## src/rtl/rom_addr_sequencer_pkg.sv

```systemverilog
// rom_addr_sequencer_pkg: shared mode encoding and default sizes for the pattern ROM path
package rom_addr_sequencer_pkg;
  typedef enum logic [1:0] {
    MANUAL    = 2'b00,
    AUTO_UP   = 2'b01,
    AUTO_DOWN = 2'b10,
    STEP      = 2'b11
  } seq_mode_t;
  localparam int DEF_ADDR_WIDTH = 2;
  localparam int DEF_HOLD_CYCLES = 4;
  localparam int DEF_CNT_WIDTH = 8;
endpackage

```

## src/rtl/rom_addr_sequencer_edge_detect.sv

```systemverilog
// rom_addr_sequencer_edge_detect: registered rising-edge detector for a switch level
module rom_addr_sequencer_edge_detect (
  input  logic clk,
  input  logic rst,
  input  logic d,
  output logic rise
);
  logic d_q;
  // remember last cycle's level so a held switch does not re-trigger
  always_ff @(posedge clk)
    if (rst) d_q <= 1'b0;
    else d_q <= d;
  assign rise = d & ~d_q;
endmodule

```

## src/rtl/rom_addr_sequencer.sv

```systemverilog
// rom_addr_sequencer: registered ROM address with manual, timed up/down scan and single-step modes
module rom_addr_sequencer
  import rom_addr_sequencer_pkg::*;
#(
  parameter int ADDR_WIDTH  = DEF_ADDR_WIDTH,
  parameter int HOLD_CYCLES = DEF_HOLD_CYCLES,
  parameter int CNT_WIDTH   = DEF_CNT_WIDTH
) (
  input  logic                  clk_2,
  input  logic                  reset,
  input  logic [1:0]            mode,
  input  logic [ADDR_WIDTH-1:0] manual_addr,
  input  logic                  step,
  input  logic                  pause,
  output logic [ADDR_WIDTH-1:0] addr,
  output logic                  addr_changed,
  output logic                  wrap,
  output logic [1:0]            state,
  output logic [CNT_WIDTH-1:0]  hold_count
);
  localparam logic [CNT_WIDTH-1:0] HOLD_LAST = CNT_WIDTH'(HOLD_CYCLES - 1);
  seq_mode_t state_q;
  logic [ADDR_WIDTH-1:0] addr_q, addr_inc, addr_dec;
  logic [CNT_WIDTH-1:0] hold_q;
  logic changed_q, wrap_q, step_rise, at_max, at_min, hold_done;
  rom_addr_sequencer_edge_detect u_step_edge (
    .clk  (clk_2),
    .rst  (reset),
    .d    (step),
    .rise (step_rise)
  );
  // neighbours of the current address and the wrap/hold-expiry conditions
  always_comb begin
    addr_inc  = addr_q + 1'b1;
    addr_dec  = addr_q - 1'b1;
    at_max    = &addr_q;
    at_min    = ~|addr_q;
    hold_done = hold_q == HOLD_LAST;
  end
  // mode register, address, hold counter and one-cycle status pulses
  always_ff @(posedge clk_2) begin
    if (reset) begin
      state_q   <= MANUAL;
      addr_q    <= '0;
      hold_q    <= '0;
      changed_q <= 1'b0;
      wrap_q    <= 1'b0;
    end else begin
      state_q   <= seq_mode_t'(mode);
      changed_q <= 1'b0;
      wrap_q    <= 1'b0;
      if (mode != state_q) hold_q <= '0;
      else
        case (state_q)
          MANUAL: begin
            addr_q    <= manual_addr;
            changed_q <= manual_addr != addr_q;
            hold_q    <= '0;
          end
          AUTO_UP, AUTO_DOWN:
            if (!pause) begin
              if (hold_done) begin
                hold_q    <= '0;
                addr_q    <= state_q == AUTO_UP ? addr_inc : addr_dec;
                changed_q <= 1'b1;
                wrap_q    <= state_q == AUTO_UP ? at_max : at_min;
              end else hold_q <= hold_q + 1'b1;
            end
          STEP: begin
            hold_q <= '0;
            if (step_rise) begin
              addr_q    <= addr_inc;
              changed_q <= 1'b1;
              wrap_q    <= at_max;
            end
          end
          default: ;
        endcase
    end
  end
  assign addr         = addr_q;
  assign addr_changed = changed_q;
  assign wrap         = wrap_q;
  assign state        = state_q;
  assign hold_count   = hold_q;
endmodule

```

## config.mk

```make
export PLATFORM = sky130hd
export DESIGN_NAME = rom_addr_sequencer
export DESIGN_NICKNAME = d
export VERILOG_FILES = /design/src/rtl/rom_addr_sequencer_pkg.sv /design/src/rtl/rom_addr_sequencer_edge_detect.sv /design/src/rtl/rom_addr_sequencer.sv
export SDC_FILE = /design/constraint.sdc
export NUM_CORES = 1
export LEC_CHECK = 0
export ABC_AREA = 1
export CORE_MARGIN = 3
export CORE_UTILIZATION = 38
export DETAILED_ROUTE_END_ITERATION = 8
export GPL_TIMING_DRIVEN = 0
export PLACE_DENSITY = 0.66
export SLEW_MARGIN = 30
export SYNTH_ARGS = -nofsm -noshare
export SYNTH_HDL_FRONTEND = slang
export SYNTH_SLANG_ARGS = --single-unit
```

## constraint.sdc

```tcl
create_clock -name clk_2 -period 1.65 [get_ports clk_2]
set_input_delay 0.33 -clock clk_2 [delete_from_list [all_inputs] [get_ports clk_2]]
set_output_delay 0.33 -clock clk_2 [all_outputs]
set_load 0.1 [all_outputs]
```

## Word-level counts from Yosys, hierarchy flattened

Cells that the tools add are included.

- Bits in registers: 15
- Input bits: 8
- Word-level logic and storage cells: 46

- Add/sub/neg operators: 3
- Equality and inequality tests: 9
- Multiplexer cells: 17
- Bitwise logic cells: 3
- Reductions and logical operators: 8

Operators with widths:

| kind | number |
|---|---|
| two-way mux 8 bit | 2 |
| case mux 8 bit (2 select lines) | 1 |
| adder 8 x 1 -> 8 bit, second input constant | 1 |
| == test 8 x 2 -> 1 bit, second input constant | 1 |
| two-way mux 2 bit | 4 |
| OR reduction 2 bit | 4 |
| two-way mux 1 bit | 7 |
| != test 2 bit, second input constant | 3 |
| case mux 2 bit (3 select lines) | 1 |
| == test 2 bit, second input constant | 2 |
| != test 2 bit | 2 |
| AND reduction 4 bit | 1 |
| case mux 1 bit (3 select lines) | 1 |
| adder 2 x 1 -> 2 bit, second input constant | 1 |
| == test 2 x 1 -> 1 bit, second input constant | 1 |
| logical NOT 2 bit | 1 |
| inverter 1 bit | 2 |
| case mux 1 bit (2 select lines) | 1 |
| AND reduction 2 bit | 1 |
| subtractor 2 x 1 -> 2 bit, second input constant | 1 |
| bitwise AND 1 bit | 1 |
| logical NOT 1 bit | 1 |

## Depth between registers and ports, before layout

Gate-level depths: netlist (run 1).

- Depth in word-level cells: 6
- Gate-level depth with buffers: 9
- Mapped depth without buffers: 9

## Modules after synthesis

Synthesis (run 1) repeated with hierarchy kept, for this count alone.

- Cells, all modules: 137
- Area, all modules: 933.4 sq um

By module, submodules not included:

| module | times used | cells an instance | area each (sq um) | seq. area each (sq um) |
|---|---|---|---|---|
| rom_addr_sequencer | 1 | 133 | 902.1 | 280.3 |
| rom_addr_sequencer_edge_detect | 1 | 4 | 31.3 | 20.0 |

## Worst setup path after synthesis (run 1)

Ideal clock, no wire load.

- Path type: reg2reg
- Start: register state_q[0], in the netlist state[0]
- End: register hold_q[7], in the netlist hold_count[7]
- Arrival: 2193 ps
- Path slack: -664 ps
- Cell stages (with the launch flop): 9
- Path buffers: 0
- Cells stage by stage: dfxtp_1 -> inv_1 -> ha_1 -> nand2_4 -> nand2_4 -> nor3_4 -> nand3_1 -> nand2_1 -> a21oi_1

- Cells in the longest elaborated chain, start to end: 3

RTL lines:

| what | line | RTL |
|---|---|---|
| from (decl) | rom_addr_sequencer.sv:22 | `seq_mode_t state_q;` |
| from (signal assigned) | rom_addr_sequencer.sv:49 | `state_q <= seq_mode_t'(mode);` |
| == test 2 bit, or another cell as far along | rom_addr_sequencer.sv:54 | `case (state_q)` |
| OR reduction 2 bit (on tied branches) | n/a |  |
| case mux 8 bit (2 select lines) / != test 2 bit (equally long branches) | n/a |  |
| to (signal assigned) | rom_addr_sequencer.sv:67 | `end else hold_q <= hold_q + 1'b1;` |
| to (decl) | rom_addr_sequencer.sv:24 | `logic [CNT_WIDTH-1:0] hold_q;` |

Parallel ways exist; a longest one is shown, timed or not.
A chain may end at the register's enable or synchronous reset.

## Worst setup path in the final report (run 1)

- Start: register hold_q[4], in the netlist hold_count[4]
- End: output hold_count[4]

RTL lines:

| what | line | RTL |
|---|---|---|
| to (decl) | rom_addr_sequencer.sv:19 | `output logic [CNT_WIDTH-1:0] hold_count` |

No word-level cell between the ends.

==> qor_table.md, run 1 <==
| Group | Quantity | This run |
|---|---|---|
| outcome | Outcome | complete, no violations |
| final layout | Nets | 171 |
| synthesis | Combinational family with the most area after synthesis | simple AND/OR/NAND/NOR gates |
| route | Post-DR vias/cell | 4.620 |
| final layout | Leading cell type in the layout, fill and taps excluded | sky130_fd_sc_hd__nand2_1 |
| global route | Maximum number of pins on one net before global-route repair | 10 |
| sta | Final cycle utilization of the critical path | 0.9582 |
| floorplan | Die height | 54.96 um |
| floorplan | Area of the core | 0.002233 sq mm |
| pwr | Static leakage | 0.5377 nW |
| min path | Worst min-delay path startpoint | hold_count[7] |
| final layout | Share of cells above drive strength 1 | 0.2885 |
| synthesis | Post-Synthesis Cell Area | 910.9 sq um |
| cts | Clock Latency Late Sink | 290 ps |
| synthesis | Synthesized instance count | 131 |
| sta | Fin. max-slew vios | 0 |
| setup path | Startpoint kind of the worst setup timing path | flip-flop |
| setup path | Length in cells of the worst reg-to-reg path | 7 |
| cts | Number of buffers inserted by hold repair at cts | 0 |
| synthesis | Library cell with the largest summed area after synthesis | sky130_fd_sc_hd__dfxtp_1 |
| synthesis | Arithmetic-cell share of the synthesized area counting full adders, half adders and majority gates | 0.08242 |
| sta | Hold Worst Slack | 468.6 ps |
| min path | WHS Path Cells | 2 |
| global route | Global-route track usage on met3 | 0.03217 |
| synthesis | Total nets after synthesis | 145 |
| global route | Initial antenna violation count | 0 |
| final layout | Most frequent cells in the layout | 29 x sky130_fd_sc_hd__nand2_1, 20 x sky130_fd_sc_hd__nor2_1, 19 x sky130_fd_sc_hd__inv_1 |
| synthesis | Top-area cell type share of the netlist area | 0.3297 |
| floorplan | IO Count | 22 |
| route | Vias | 850 |
| synthesis | Top cells by area in the synthesized netlist | sky130_fd_sc_hd__dfxtp_1 33%, sky130_fd_sc_hd__nand2_1 12%, sky130_fd_sc_hd__ha_1 8.2%, sky130_fd_sc_hd__inv_1 8.2%, sky130_fd_sc_hd__nor2_1 8.2% |
| global route | Aggregate global routing overflow | 0 |
| setup path | Count of buffer and inverter cells on the critical path | 1 |
| route | Initial DRC Count | 18 |
| floorplan | Die footprint | 0.003021 sq mm |
| cts | Post CTS Setup Buffer Count | 0 |
| global route | Met2 track demand over resource | 0.2146 |
| route | Detailed-route wire length per cell | 10.54 um |
| synthesis | Mean area per synthesized cell | 6.953 sq um |
| final layout | Synthesis-to-finish area growth | 35.16% |
| cts | Library cell used as clock root buffer | sky130_fd_sc_hd__clkbuf_4 |
| setup path | Critical path type | flip-flop to output port |
| synthesis | Complex-gate fraction of the synthesized area | 0.1113 |
| global route | Total routing usage reported by global routing | 0.1547 |
| floorplan | Count of standard-cell rows | 17 |
| sta | Maximum clock rate | 0.6325 GHz |
| setup path | Setup slack of the most critical reg-to-reg path | 150 ps |
| place | DP HPWL | 1.546 mm |
| cts | CTS Sinks | 15 |
| route | Remaining routing DRC violations | 0 |
| setup path | Data required time at the worst endpoint | 1320 ps |
| setup path | Critical path arrival | 1250 ps |
| sta | Hold Fails Final Rpt | 0 |
| setup path | Worst path top cell family by delay | buffers and inverters |
| place | Count of buffers from port buffering | 21 |
| synthesis | Post-synthesis simple-gate area fraction | 0.3723 |
| cts | Clock tree from TritonCTS | built |
| global route | Met1 usage | 0.2105 |
| place | Gpl congestion | 0.8136 |
| synthesis | Flop and latch count out of synthesis | 15 |
| synthesis | Warning count from the yosys run | 0 |
| pwr | Power per Cell Area | 654.7 mW/mm^2 |
| route | Iteration count of the initial detailed-routing pass | 4 |
| setup path | Crit path max fanout | 6 |
| sta | Post-route clock skew | 10.55 ps |
| cts | CTS max path bufs | 2 |
| route | Aggregate routed wire length | 1.940 mm |
| setup path | Slowest cell on the critical path | sky130_fd_sc_hd__clkdlybuf4s18_2 |
| min path | Worst hold path endpoint | hold_count[7] |
| route | Number of nets with antenna violations after detailed routing | 0 |
| final layout | Design area | 0.001231 sq mm |
| place | Cell area reported after detailed placement | 0.001187 sq mm |
| global route | Peak-usage layer in the global routing report | met2 |
| sta | Final setup violation count | 0 |
| sta | Max-Slew Margin vs Limit | 0.6373 |
| cts | Number of buffers created by CTS | 3 |
| global route | Vias in the first global route | 749 |
| cts | Clock edge transition at the registers on the reported setup and hold paths | 100 ps |
| final layout | ANT cells | 0 |
| pwr | Peak supply drop | 455.0 uV |
| global route | Wire length of the first global-routing pass | 3.208 mm |
| sta | RSZ-0062 raised after global routing | false |
| setup path | Crit path capture type | output port |
| setup path | Reg-to-reg startpoint | state[0] |
| synthesis | Share of synthesized area spent on multiplexers | 0 |
| min path | Path category of the worst min-delay check | flip-flop to flip-flop |
| synthesis | Yosys cell types | 20 |
| setup path | Cells along the critical path | clkdlybuf4s18_2 |
| setup path | Endpoint of the worst-slack reg-to-reg timing path | hold_count[7] |
| sta | Minimum clock period | 1581 ps |
| synthesis | Synthesized-area fraction occupied by xor and xnor cells | 0.009615 |
| setup path | Stage delay of the slowest cell on the critical path | 560 ps |
| sta | Slew at the pin closest to its max-slew limit | 546.5 ps |
| floorplan | Initial core utilization | 0.4078 |
| job | Max-capacitance violation count | 0 |
| floorplan | Width of the die | 54.96 um |
| synthesis | Sequential cell area fraction in the yosys report | 0.3297 |
| cts | Htree depth | 1 |
## stage by stage
stage | power [mW] | setup TNS, ps | util | std cells | setup slack, ps
2_1_floorplan | 0.5422 | 0 | - | 131 | 0.8802
3_3_place_gp | 0.5969 | -2173 | 0.5317 | 180 | -186.5
3_5_place_dp | 0.6002 | -2296 | 0.5317 | 180 | -195.7
4_1_cts | 0.8246 | 0 | 0.5518 | 184 | 34.59
5_1_grt | 0.8644 | 0 | 0.5513 | 184 | 5.022
6_report | 0.8061 | 0 | 0.5513 | 184 | 68.99
## metal layers
metal / part of all wire / wire length (um)
met1: 0.49 / 953
met2: 0.44 / 863
met3: 0.038 / 74
met4: 0.025 / 48
met5: 0 / 0
## power breakdown
group | switching, mW | leakage, nW | internal, mW
Combinational | 0.140 | 0.392 | 0.0682
Clock | 0.128 | 0.0177 | 0.0902
Sequential | 0.00856 | 0.128 | 0.371
Total | 0.277 | 0.538 | 0.529
## synthesized netlist by cell type (all sizes together)
cell	number
o21ai	4
nor2	20
o211ai	1
ha	6
inv	23
a21oi	8
nand2	35
a31oi	1
a211oi	1
nand4	5
xor2	1
nor3	3
dfxtp	15
nand3	7
a21boi	1
## worst max-delay path by stage
stage | start | cells past startpoint | end
global placement | hold_count[4] | 1 | hold_count[4]
detailed placement | hold_count[4] | 1 | hold_count[4]
floorplan | state[0] | 8 | hold_count[7]
global route | hold_count[4] | 1 | hold_count[4]
finish | hold_count[4] | 1 | hold_count[4]
CTS | hold_count[4] | 1 | hold_count[4]
## timing repair
action,CTS,global route
resized for setup,42,1
endpoints found under the setup margin,14,1
endpoints found under the hold margin,0,0
## kinds of logic (layout without fill, tap and decap cells)
group                    count (synthesis)  count (layout)
flip-flops                              15              15
adder cells (fa/ha/maj)                  6               6
buffers and inverters                   23              48
XOR/XNOR                                 1               1
AO/OA/AOI/OAI                           16              16
AND/OR/NAND/NOR                         70              70
## worst reg2reg max path, stage by stage (launching register included)
cell                      delay (ps)
sky130_fd_sc_hd__dfxtp_4         390
sky130_fd_sc_hd__inv_2            60
sky130_fd_sc_hd__ha_4            270
sky130_fd_sc_hd__nand2_4         100
sky130_fd_sc_hd__nand2_4          70
sky130_fd_sc_hd__nor3_4          270
sky130_fd_sc_hd__nand4_1         120
sky130_fd_sc_hd__a21oi_1         150
## registers in the layout, indices dropped and copies added (netlist names)
| signal | count |
|---|---|
| hold_count | 8 |
| wrap | 1 |
| addr_changed | 1 |
| u_step_edge.d_q | 1 |
| state | 2 |
| addr | 2 |
## area by class of cell
| cell class | count | area (sq um) |
|---|---|---|
| clock buffer | 3 | 22.52 |
| clock inverter | 1 | 5.005 |
| fill | 240 | 1002 |
| inverter | 23 | 86.33 |
| multi-input combinational | 93 | 536.8 |
| sequential | 15 | 319.1 |
| tap | 28 | 35.03 |
| timing repair buffer | 21 | 226.5 |
(Power assumes the default switching activity.)
==> run 2: changes to the inputs <==
GPL_ROUTABILITY_DRIVEN = 0   (was default)
MAX_ROUTING_LAYER = met4   (was default)
==> run 2 against run 1 <==
  * Fmax is essentially flat
  * Flip-flop and latch count unchanged
  * Global-route usage up 0.37 points
  * Clock skew about the same
  * Utilization stayed put
  * Clock power about the same
  * Non-clock buffer count unchanged
  * Routed wire length decreased by 0.46%
  * Setup slack improved by 1.4 ps
  * Combinational power is essentially flat
  * Power down 0.12%
  * Critical endpoint unchanged
==> qor_table.md, run 2 (synthesis results as in run 1) <==
| Group | Quantity | This run |
|---|---|---|
| floorplan | IO Count | 22 |
| sta | Post-route clock skew | 10.53 ps |
| final layout | Most frequent cells in the layout | 29 x sky130_fd_sc_hd__nand2_1, 20 x sky130_fd_sc_hd__nor2_1, 19 x sky130_fd_sc_hd__inv_1 |
| job | Max-capacitance violation count | 0 |
| sta | Setup slack of the critical path after layout | 70.35 ps |
| route | Initial DRC Count | 18 |
| cts | CTS max path bufs | 2 |
| route | Vias | 853 |
| floorplan | Initial core utilization | 0.4078 |
| setup path | Endpoint of the worst-slack reg-to-reg timing path | hold_count[7] |
| cts | Number of buffers created by CTS | 3 |
| setup path | Crit path max fanout | 6 |
| floorplan | Die footprint | 0.003021 sq mm |
| sta | Hold Worst Slack | 468.7 ps |
| final layout | Number of flip-flops in the largest register | 8 |
| global route | Maximum number of pins on one net before global-route repair | 10 |
| cts | CTS Sinks | 15 |
| floorplan | Width of the die | 54.96 um |
| setup path | Count of buffer and inverter cells on the critical path | 1 |
| setup path | Critical path type | flip-flop to output port |
| cts | Clock Latency Late Sink | 290 ps |
| setup path | Slowest cell on the critical path | sky130_fd_sc_hd__clkdlybuf4s18_2 |
| sta | Max-Slew Margin vs Limit | 0.6373 |
| global route | Wire length of the first global-routing pass | 3.194 mm |
| route | Iteration count of the initial detailed-routing pass | 4 |
| sta | RSZ-0062 raised after global routing | false |
| pwr | Static leakage | 0.5377 nW |
| sta | Slew at the pin closest to its max-slew limit | 546.5 ps |
| cts | Library cell used as clock root buffer | sky130_fd_sc_hd__clkbuf_4 |
| final layout | Leading cell type in the layout, fill and taps excluded | sky130_fd_sc_hd__nand2_1 |
| route | Number of nets with antenna violations after detailed routing | 0 |
| pwr | Power per Cell Area | 653.9 mW/mm^2 |
| cts | Htree depth | 1 |
| pwr | Peak supply drop | 454.2 uV |
| setup path | Reg-to-reg startpoint | state[0] |
| floorplan | Count of standard-cell rows | 17 |
| pwr | Sum of internal, switching and leakage power | 805.1 uW |
| setup path | Stage delay of the slowest cell on the critical path | 560 ps |
| place | Pre-CTS setup slack | -195.7 ps |
| sta | Final cycle utilization of the critical path | 0.9574 |
| global route | Initial antenna violation count | 0 |
| setup path | Critical path arrival | 1250 ps |
| place | DP HPWL | 1.546 mm |
| min path | Path category of the worst min-delay check | flip-flop to flip-flop |
| route | Post-DR vias/cell | 4.636 |
| outcome | Outcome | complete, no violations |
| route | Detailed-route wire length per cell | 10.49 um |
| setup path | Setup slack of the most critical reg-to-reg path | 150 ps |
| final layout | ANT cells | 0 |
| cts | Clock tree from TritonCTS | built |
| sta | Final setup violation count | 0 |
| global route | Total routing usage reported by global routing | 0.1584 |
| setup path | Startpoint kind of the worst setup timing path | flip-flop |
| sta | Minimum clock period | 1580 ps |
| route | Remaining routing DRC violations | 0 |
| sta | Fin. max-slew vios | 0 |
| setup path | Length in cells of the worst reg-to-reg path | 7 |
| setup path | Worst path top cell family by delay | buffers and inverters |
| floorplan | Area of the core | 0.002233 sq mm |
| setup path | Crit path capture type | output port |
| sta | Maximum clock rate | 0.6331 GHz |
| min path | WHS Path Cells | 2 |
| cts | Clock edge transition at the registers on the reported setup and hold paths | 100 ps |
| global route | Vias in the first global route | 752 |
| final layout | Synthesis-to-finish area growth | 35.16% |
| min path | Worst min-delay path startpoint | hold_count[7] |
| setup path | Data required time at the worst endpoint | 1320 ps |
| route | Aggregate routed wire length | 1.931 mm |
| global route | Aggregate global routing overflow | 0 |
| setup path | Cells along the critical path | clkdlybuf4s18_2 |
| final layout | Share of cells above drive strength 1 | 0.2885 |
| place | Count of buffers from port buffering | 21 |
| floorplan | Die height | 54.96 um |
| min path | Worst hold path endpoint | hold_count[7] |
| sta | Hold Fails Final Rpt | 0 |
| final layout | Nets | 171 |
[run 2: cell counts in the layout (fill, tap and decap cells not counted)]
Identical to the previous run, type by type.
[run 2: final cells by class]
| class | instances | area (sq um) |
|---|---|---|
| Multi-Input combinational cell | 93 | 536.8 |
| Timing Repair Buffer | 21 | 226.5 |
| Sequential cell | 15 | 319.1 |
| Tap cell | 28 | 35.03 |
| Inverter | 23 | 86.33 |
| Fill cell | 240 | 1002 |
| Clock inverter | 1 | 5.005 |
| Clock buffer | 3 | 22.52 |
[run 2: layer usage]
metal  track usage  up-vias  share of wire
met1        0.2072      362           0.49
li1              -      469              -
met3       0.03217        4          0.038
met4        0.1093        0          0.025
met5             -        -              0
met2        0.2165       18           0.45
[run 2: worst max-delay path by stage]
stage / cells past startpoint / slack (ps) / start / end
floorplan: 8 / 0.9 / state[0] / hold_count[7]
global placement: 1 / -190 / hold_count[4] / hold_count[4]
detailed placement: 1 / -200 / hold_count[4] / hold_count[4]
CTS: 1 / 30 / hold_count[4] / hold_count[4]
global route: 1 / 5 / hold_count[4] / hold_count[4]
finish: 1 / 70 / hold_count[4] / hold_count[4]
[run 2: what timing repair did]
item                                    in CTS  in global routing
gates resized for setup                     42                  1
endpoints found under the setup margin      14                  1
pin swaps                                    0                  0
setup buffers                                0                  0
hold buffers                                 0                  0
[run 2: stage by stage]
step	instance area (sq um)	setup TNS (ps)	instances	util
floorplan	942.2	0	131	-
global placement	1187	-2173	180	0.5317
detailed placement	1187	-2296	180	0.5317
CTS	1232	0	184	0.5518
global route	1231	0	184	0.5513
finish	1231	0	184	0.5513
[run 2: power by group]
part	internal (mW)	switching, mW
clock	0.0901	0.127
sequential	0.371	0.00841
combinational	0.0682	0.140
total	0.529	0.276
==> edit 1, RTL diff (flow settings as in run 2) <==
Change the package constant `DEF_CNT_WIDTH` from 8 to 6.
--- a/src/rtl/rom_addr_sequencer_pkg.sv
+++ b/src/rtl/rom_addr_sequencer_pkg.sv
@@ -9,5 +9,5 @@
   localparam int DEF_ADDR_WIDTH = 2;
   localparam int DEF_HOLD_CYCLES = 4;
-  localparam int DEF_CNT_WIDTH = 8;
+  localparam int DEF_CNT_WIDTH = 6;
 endpackage
 
Interface: changed (resized hold_count); port bits go from 22 to 20. The function was not compared with the original's and may differ.
==> edit 1 against run 2 <==
  * Via count shrank 0.94%
  * Critical path type unchanged
  * Sequential cell count down 2
  * Setup slack got worse by 0.027 ns
  * Design area fell by 6.9%
  * Clock skew hardly changed
  * Area after synthesis decreased by 3.7%
  * Routed wire length fell by 3.5%
  * Power shrank 6.5%
==> edit 1: results (changes against run 2) <==
stage	metric	value	unit	change
logic_synthesis	leading cell types by count after synthesis	nand2_1 (36), nor2_1 (17), inv_1 (14)		
clock_tree	clk buf depth	2		unchanged
grt	met2 Use GR	22.2	%	+0.52 points
grt	largest net degree at the start of global routing	11		+1
detailed_routing	drt pass-1 iters	4		unchanged
detailed_routing	wl on met1	981	um	+3.9%
placed_design	buffers added on ports	19		-9.5%
grt	met3 GRT Util	2.49	%	-0.72 points
timing	Min Hold Slack	0.497	ns	+0.0286 ns
final_layout	fill cell count	221		-7.9%
grt	vias in the first global route	784		+4.3%
critical_path	Crit Path Max Fanout	4		-2
outcome	status	finished, final reports clean		
logic_synthesis	post-synthesis adder-cell area fraction	8.56	%	+0.32 points
placed_design	Cells after DPL	177		-1.7%
critical_path	reg2reg setup slack	0.17	ns	+0.02 ns
logic_synthesis	Distinct cells, synth	23		+15%
timing	fin crit period	1.61	ns	+0.0269 ns
detailed_routing	DR WL met2	783	um	-9.4%
grt	antenna violations before repair	0		unchanged
logic_synthesis	synth top area cells	dfxtp_1 (30%), nand2_1 (15%), ha_1 (8.6%)		
grt	first-pass GRT wire length	3.15	mm	-1.3%
min_path	hold_sp	hold_count[1]		
placed_design	Setup Slack @ Placement	-0.241	ns	-0.0456 ns
final_layout	Largest register FFs	6		-2
final_layout	layout cells sized above 1	28.6	%	-0.27 points
critical_path	reg-to-reg endpoint	addr[0]		
detailed_routing	Routed WL per cell	10.3	um	-1.9%
placed_design	DP HPWL	1.50	mm	-2.9%
detailed_routing	Via Count	845		-0.94%
detailed_routing	DR vias/cell	4.67		+0.70%
logic_synthesis	sequential fraction of the synthesis area	29.7	%	-3.3 points
critical_path	CP arrival	1.28	ns	+0.03 ns
power	Lkg Pwr	0.000510	uW	-5.2%
critical_path	max incr delay on CP	0.57	ns	
final_layout	Final Net Count	169		-1.2%
detailed_routing	initial drt markers	17		-1
clock_tree	clk_lat worst skew	0.28	ns	
logic_synthesis	post-synthesis async set-or-reset flop share	0	%	unchanged
critical_path	slowest CP cell	clkdlybuf4s18_2		
grt	met1 usage	19.8	%	-0.92 points
timing	Worst Skew	0.0103	ns	-0.000196 ns
placed_design	DP Area	0.00112	sq mm	-5.9%
clock_tree	post-CTS sizing	36		-14%
detailed_routing	Detail Route met3 WL	74	um	+1.4%
logic_synthesis	Post-synth EDFFs	0		unchanged
logic_synthesis	average cell area after synthesis	6.70	sq um	-3.7%
logic_synthesis	xor/xnor cell area share of the yosys netlist	3.00	%	+2.0 points
clock_tree	Root Buffer	clkbuf_4		
grt	total global-route track usage	15.1	%	-0.76 points
clock_tree	CTS buffer count	3		unchanged
critical_path	Worst Reg-to-Reg Cells	9		+2
timing	worst-margin pin slew	0.548	ns	+0.00147 ns
power	maximum vdd drop	0.398	mV	-12%
min_path	WHS Endpoint	hold_count[1]		
logic_synthesis	Compound-Gate Fraction of Synth Area	7.56	%	-3.6 points
## edit 1: changes by cell type in the layout (fill, tap and decap cells not counted), moves of 2 or more
cell	delta
inv_1	-5
buf_2	+2
nand2_1	+7
dfxtp_1	+2
o21ai_1	+2
nor2_1	-3
nand3_2	+2
clkdlybuf4s15_2	-4
a21oi_1	-3
inv_2	+2
nor2_2	+4
dfxtp_2	-5
## edit 1: cell type report
cell class                      count  area (sq um)  share of cell area, %
Sequential cell                    13           277                   24.1
Tap cell                           27          33.8                   2.95
Timing Repair Buffer               19           191                   16.7
Clock inverter                      1          5.00                  0.437
Inverter                           20          75.1                   6.55
Buffer                              1          11.3                  0.983
Clock buffer                        3          22.5                   1.97
Multi-Input combinational cell     97           531                   46.3
## edit 1: where the power goes
group          switching (uW)  internal (uW)  leakage, uW  total, uW
Clock                     111           89.8    0.0000177        200
Combinational             149           71.3     0.000382        221
Sequential               9.41            323     0.000110        332
==> edit 2, RTL diff (flow settings as in run 2) <==
Made on the original files. Register the inputs `mode`, `manual_addr`, `step` and `pause` before use, with the module's reset. The logic sees them one clock later. Comments in the files are not updated.
--- a/src/rtl/rom_addr_sequencer.sv
+++ b/src/rtl/rom_addr_sequencer.sv
@@ -20,4 +20,24 @@
 );
   localparam logic [CNT_WIDTH-1:0] HOLD_LAST = CNT_WIDTH'(HOLD_CYCLES - 1);
+
+  logic [1:0] mode_q;
+  logic [ADDR_WIDTH-1:0] manual_addr_q;
+  logic step_q;
+  logic pause_q;
+
+  always_ff @(posedge clk_2) begin
+    if (reset) begin
+      mode_q        <= '0;
+      manual_addr_q <= '0;
+      step_q        <= '0;
+      pause_q       <= '0;
+    end else begin
+      mode_q        <= mode;
+      manual_addr_q <= manual_addr;
+      step_q        <= step;
+      pause_q       <= pause;
+    end
+  end
+
   seq_mode_t state_q;
   logic [ADDR_WIDTH-1:0] addr_q, addr_inc, addr_dec;
@@ -27,5 +47,5 @@
     .clk  (clk_2),
     .rst  (reset),
-    .d    (step),
+    .d    (step_q),
     .rise (step_rise)
   );
@@ -47,17 +67,17 @@
       wrap_q    <= 1'b0;
     end else begin
-      state_q   <= seq_mode_t'(mode);
+      state_q   <= seq_mode_t'(mode_q);
       changed_q <= 1'b0;
       wrap_q    <= 1'b0;
-      if (mode != state_q) hold_q <= '0;
+      if (mode_q != state_q) hold_q <= '0;
       else
         case (state_q)
           MANUAL: begin
-            addr_q    <= manual_addr;
-            changed_q <= manual_addr != addr_q;
+            addr_q    <= manual_addr_q;
+            changed_q <= manual_addr_q != addr_q;
             hold_q    <= '0;
           end
           AUTO_UP, AUTO_DOWN:
-            if (!pause) begin
+            if (!pause_q) begin
               if (hold_done) begin
                 hold_q    <= '0;
Function: changed (Yosys sat finds a counterexample within 4 cycles, from zero or initial values and one cycle with reset high).
==> edit 2 against run 2 <==
  * Routed wire length grew 11%
  * Non-clock buffer count unchanged
  * Hold slack worse by 0.17 ns
  * Cell count grew 13%
  * Power up 27%
  * Design area grew 11%
  * Sequential cell count grew 6
  * Area after synthesis rose by 16%
  * Setup slack lost 0.010 ns
  * Clock power increased by 13%
  * Largest cell class unchanged
==> edit 2: results (changes against run 2) <==
stage	metric	value	unit	change
grt	vias in the first global route	917		+22%
clock_tree	CTS buffer count	3		unchanged
grt	first-pass GRT wire length	3.65	mm	+14%
placed_design	DP HPWL	1.71	mm	+11%
clock_tree	Worst-path clk slew	0.12	ns	+0.02 ns
min_path	Hold WC Path Type	input pin to flop		
clock_tree	H-tree depth	1		unchanged
placed_design	buffers added on ports	20		-4.8%
logic_synthesis	ys flop type	dfxtp_1		
logic_synthesis	leading cell types by count after synthesis	nand2_1 (36), inv_1 (27), nor2_1 (27)		
logic_synthesis	average cell area after synthesis	6.93	sq um	-0.38%
power	maximum vdd drop	0.522	mV	+15%
outcome	status	finished, final reports clean		
critical_path	Crit Path Max Fanout	6		unchanged
placed_design	DP Area	0.00133	sq mm	+12%
detailed_routing	Via Count	974		+14%
logic_synthesis	post-synthesis async set-or-reset flop share	0	%	unchanged
timing	worst-margin pin slew	0.548	ns	+0.00158 ns
logic_synthesis	Syn. warnings	0		unchanged
final_layout	layout cells sized above 1	23.7	%	-5.1 points
detailed_routing	Routed WL per cell	10.3	um	-1.4%
placed_design	Cells after DPL	203		+13%
logic_synthesis	cell with the most instances after synthesis	nand2_1		
critical_path	Worst path top cell family by delay	buffers and inverters		
logic_synthesis	Distinct cells, synth	21		+5.0%
final_layout	Final Net Count	192		+12%
critical_path	slowest CP cell	clkdlybuf4s18_2		
final_layout	fill cell count	254		+5.8%
grt	largest net degree at the start of global routing	13		+3
critical_path	max incr delay on CP	0.55	ns	
placed_design	Setup Slack @ Placement	-0.267	ns	-0.0717 ns
detailed_routing	initial drt markers	19		+1
clock_tree	clk buf depth	2		unchanged
logic_synthesis	Syn Nets	167		+15%
grt	total global-route track usage	13.9	%	-1.9 points
timing	Worst Skew	0.0128	ns	+0.00228 ns
logic_synthesis	synth top area cells	dfxtp_1 (40%), nand2_1 (13%), inv_1 (9.6%)		
detailed_routing	drt pass-1 iters	4		unchanged
power	switching share of power	32.7	%	-1.6 points
final_layout	# diodes	0		unchanged
logic_synthesis	sequential fraction of the synthesis area	39.7	%	+6.7 points
detailed_routing	Detailed Route WL	2.14	mm	+11%
final_layout	Largest register FFs	8		unchanged
clock_tree	clk_lat worst skew	0.30	ns	
power	Lkg Pwr	0.000606	uW	+13%
## edit 2: cell count changes after synthesis, sizes merged, moves of 2 or more
cell          run 2  this run
xor2              1         3
nand2            35        38
dfxtp            15        21
inv              23        28
nor2             20        29
nand4             5         3
## edit 2: area by class of cell
cell class	instances	area share, %
multi-input cells	102	39.3
flip-flops and latches	21	32.1
repair buffers	20	15.4
inverters	29	8.06
well taps	30	2.75
clock buffers	3	1.65
clock inverters	1	0.366
plain buffers	1	0.366
## edit 2: final timing paths
| check | slack, ns | endpoint | depth (start not counted) | startpoint |
|---|---|---|---|---|
| worst max-delay path | 0.06 | hold_count[2] | 1 | hold_count[2] |
| worst min-delay path | 0.30 | pause_q | 2 | reset |
| worst max register to register | 0.15 | hold_count[7] | 7 | state[0] |
| worst min register to register | 0.45 | state[1] | 2 | mode_q[1] |
## edit 2: cell families (layout without fill, tap and decap cells)
logic type      after synthesis  count (layout)  synth area share (%)
compound gates               14              14                  7.67
flops                        21              21                  39.7
xor+xnor                      3               3                  2.48
fa+ha+maj                     6               6                  7.08
buf+inv                      30              54                  10.9
simple gates                 79              79                  32.2
## edit 2: through the flow
stage	power (uW)	util (%)
finish	1020	53.2
global route	1080	53.2
CTS	1040	53.3
detailed placement	789	51.8
global placement	781	51.8
floorplan	728	-
## edit 2: what timing repair did
action / 4_1_cts / 5_1_grt
resized for setup: 44 / 1
hold buffers: 0 / 0
setup buffers: 0 / 0
endpoints found under the setup margin: 14 / 1
gates cloned: 0 / 0
## edit 2: power groups by stage
stage	clock network [uW]	registers, uW	logic [uW]
floorplan	0	628	99.8
global placement	0	552	229
detailed placement	0	553	236
CTS	260	542	233
global route	282	545	254
finish	246	541	234
## edit 2: per-layer routing
metal	track usage [%]	part of all wire, %	vias to the layer above
li1	-	-	512
met1	16.4	47	432
met2	22.6	47	26
met3	2.63	4.8	4
met4	6.80	1.2	0
met5	-	0	-
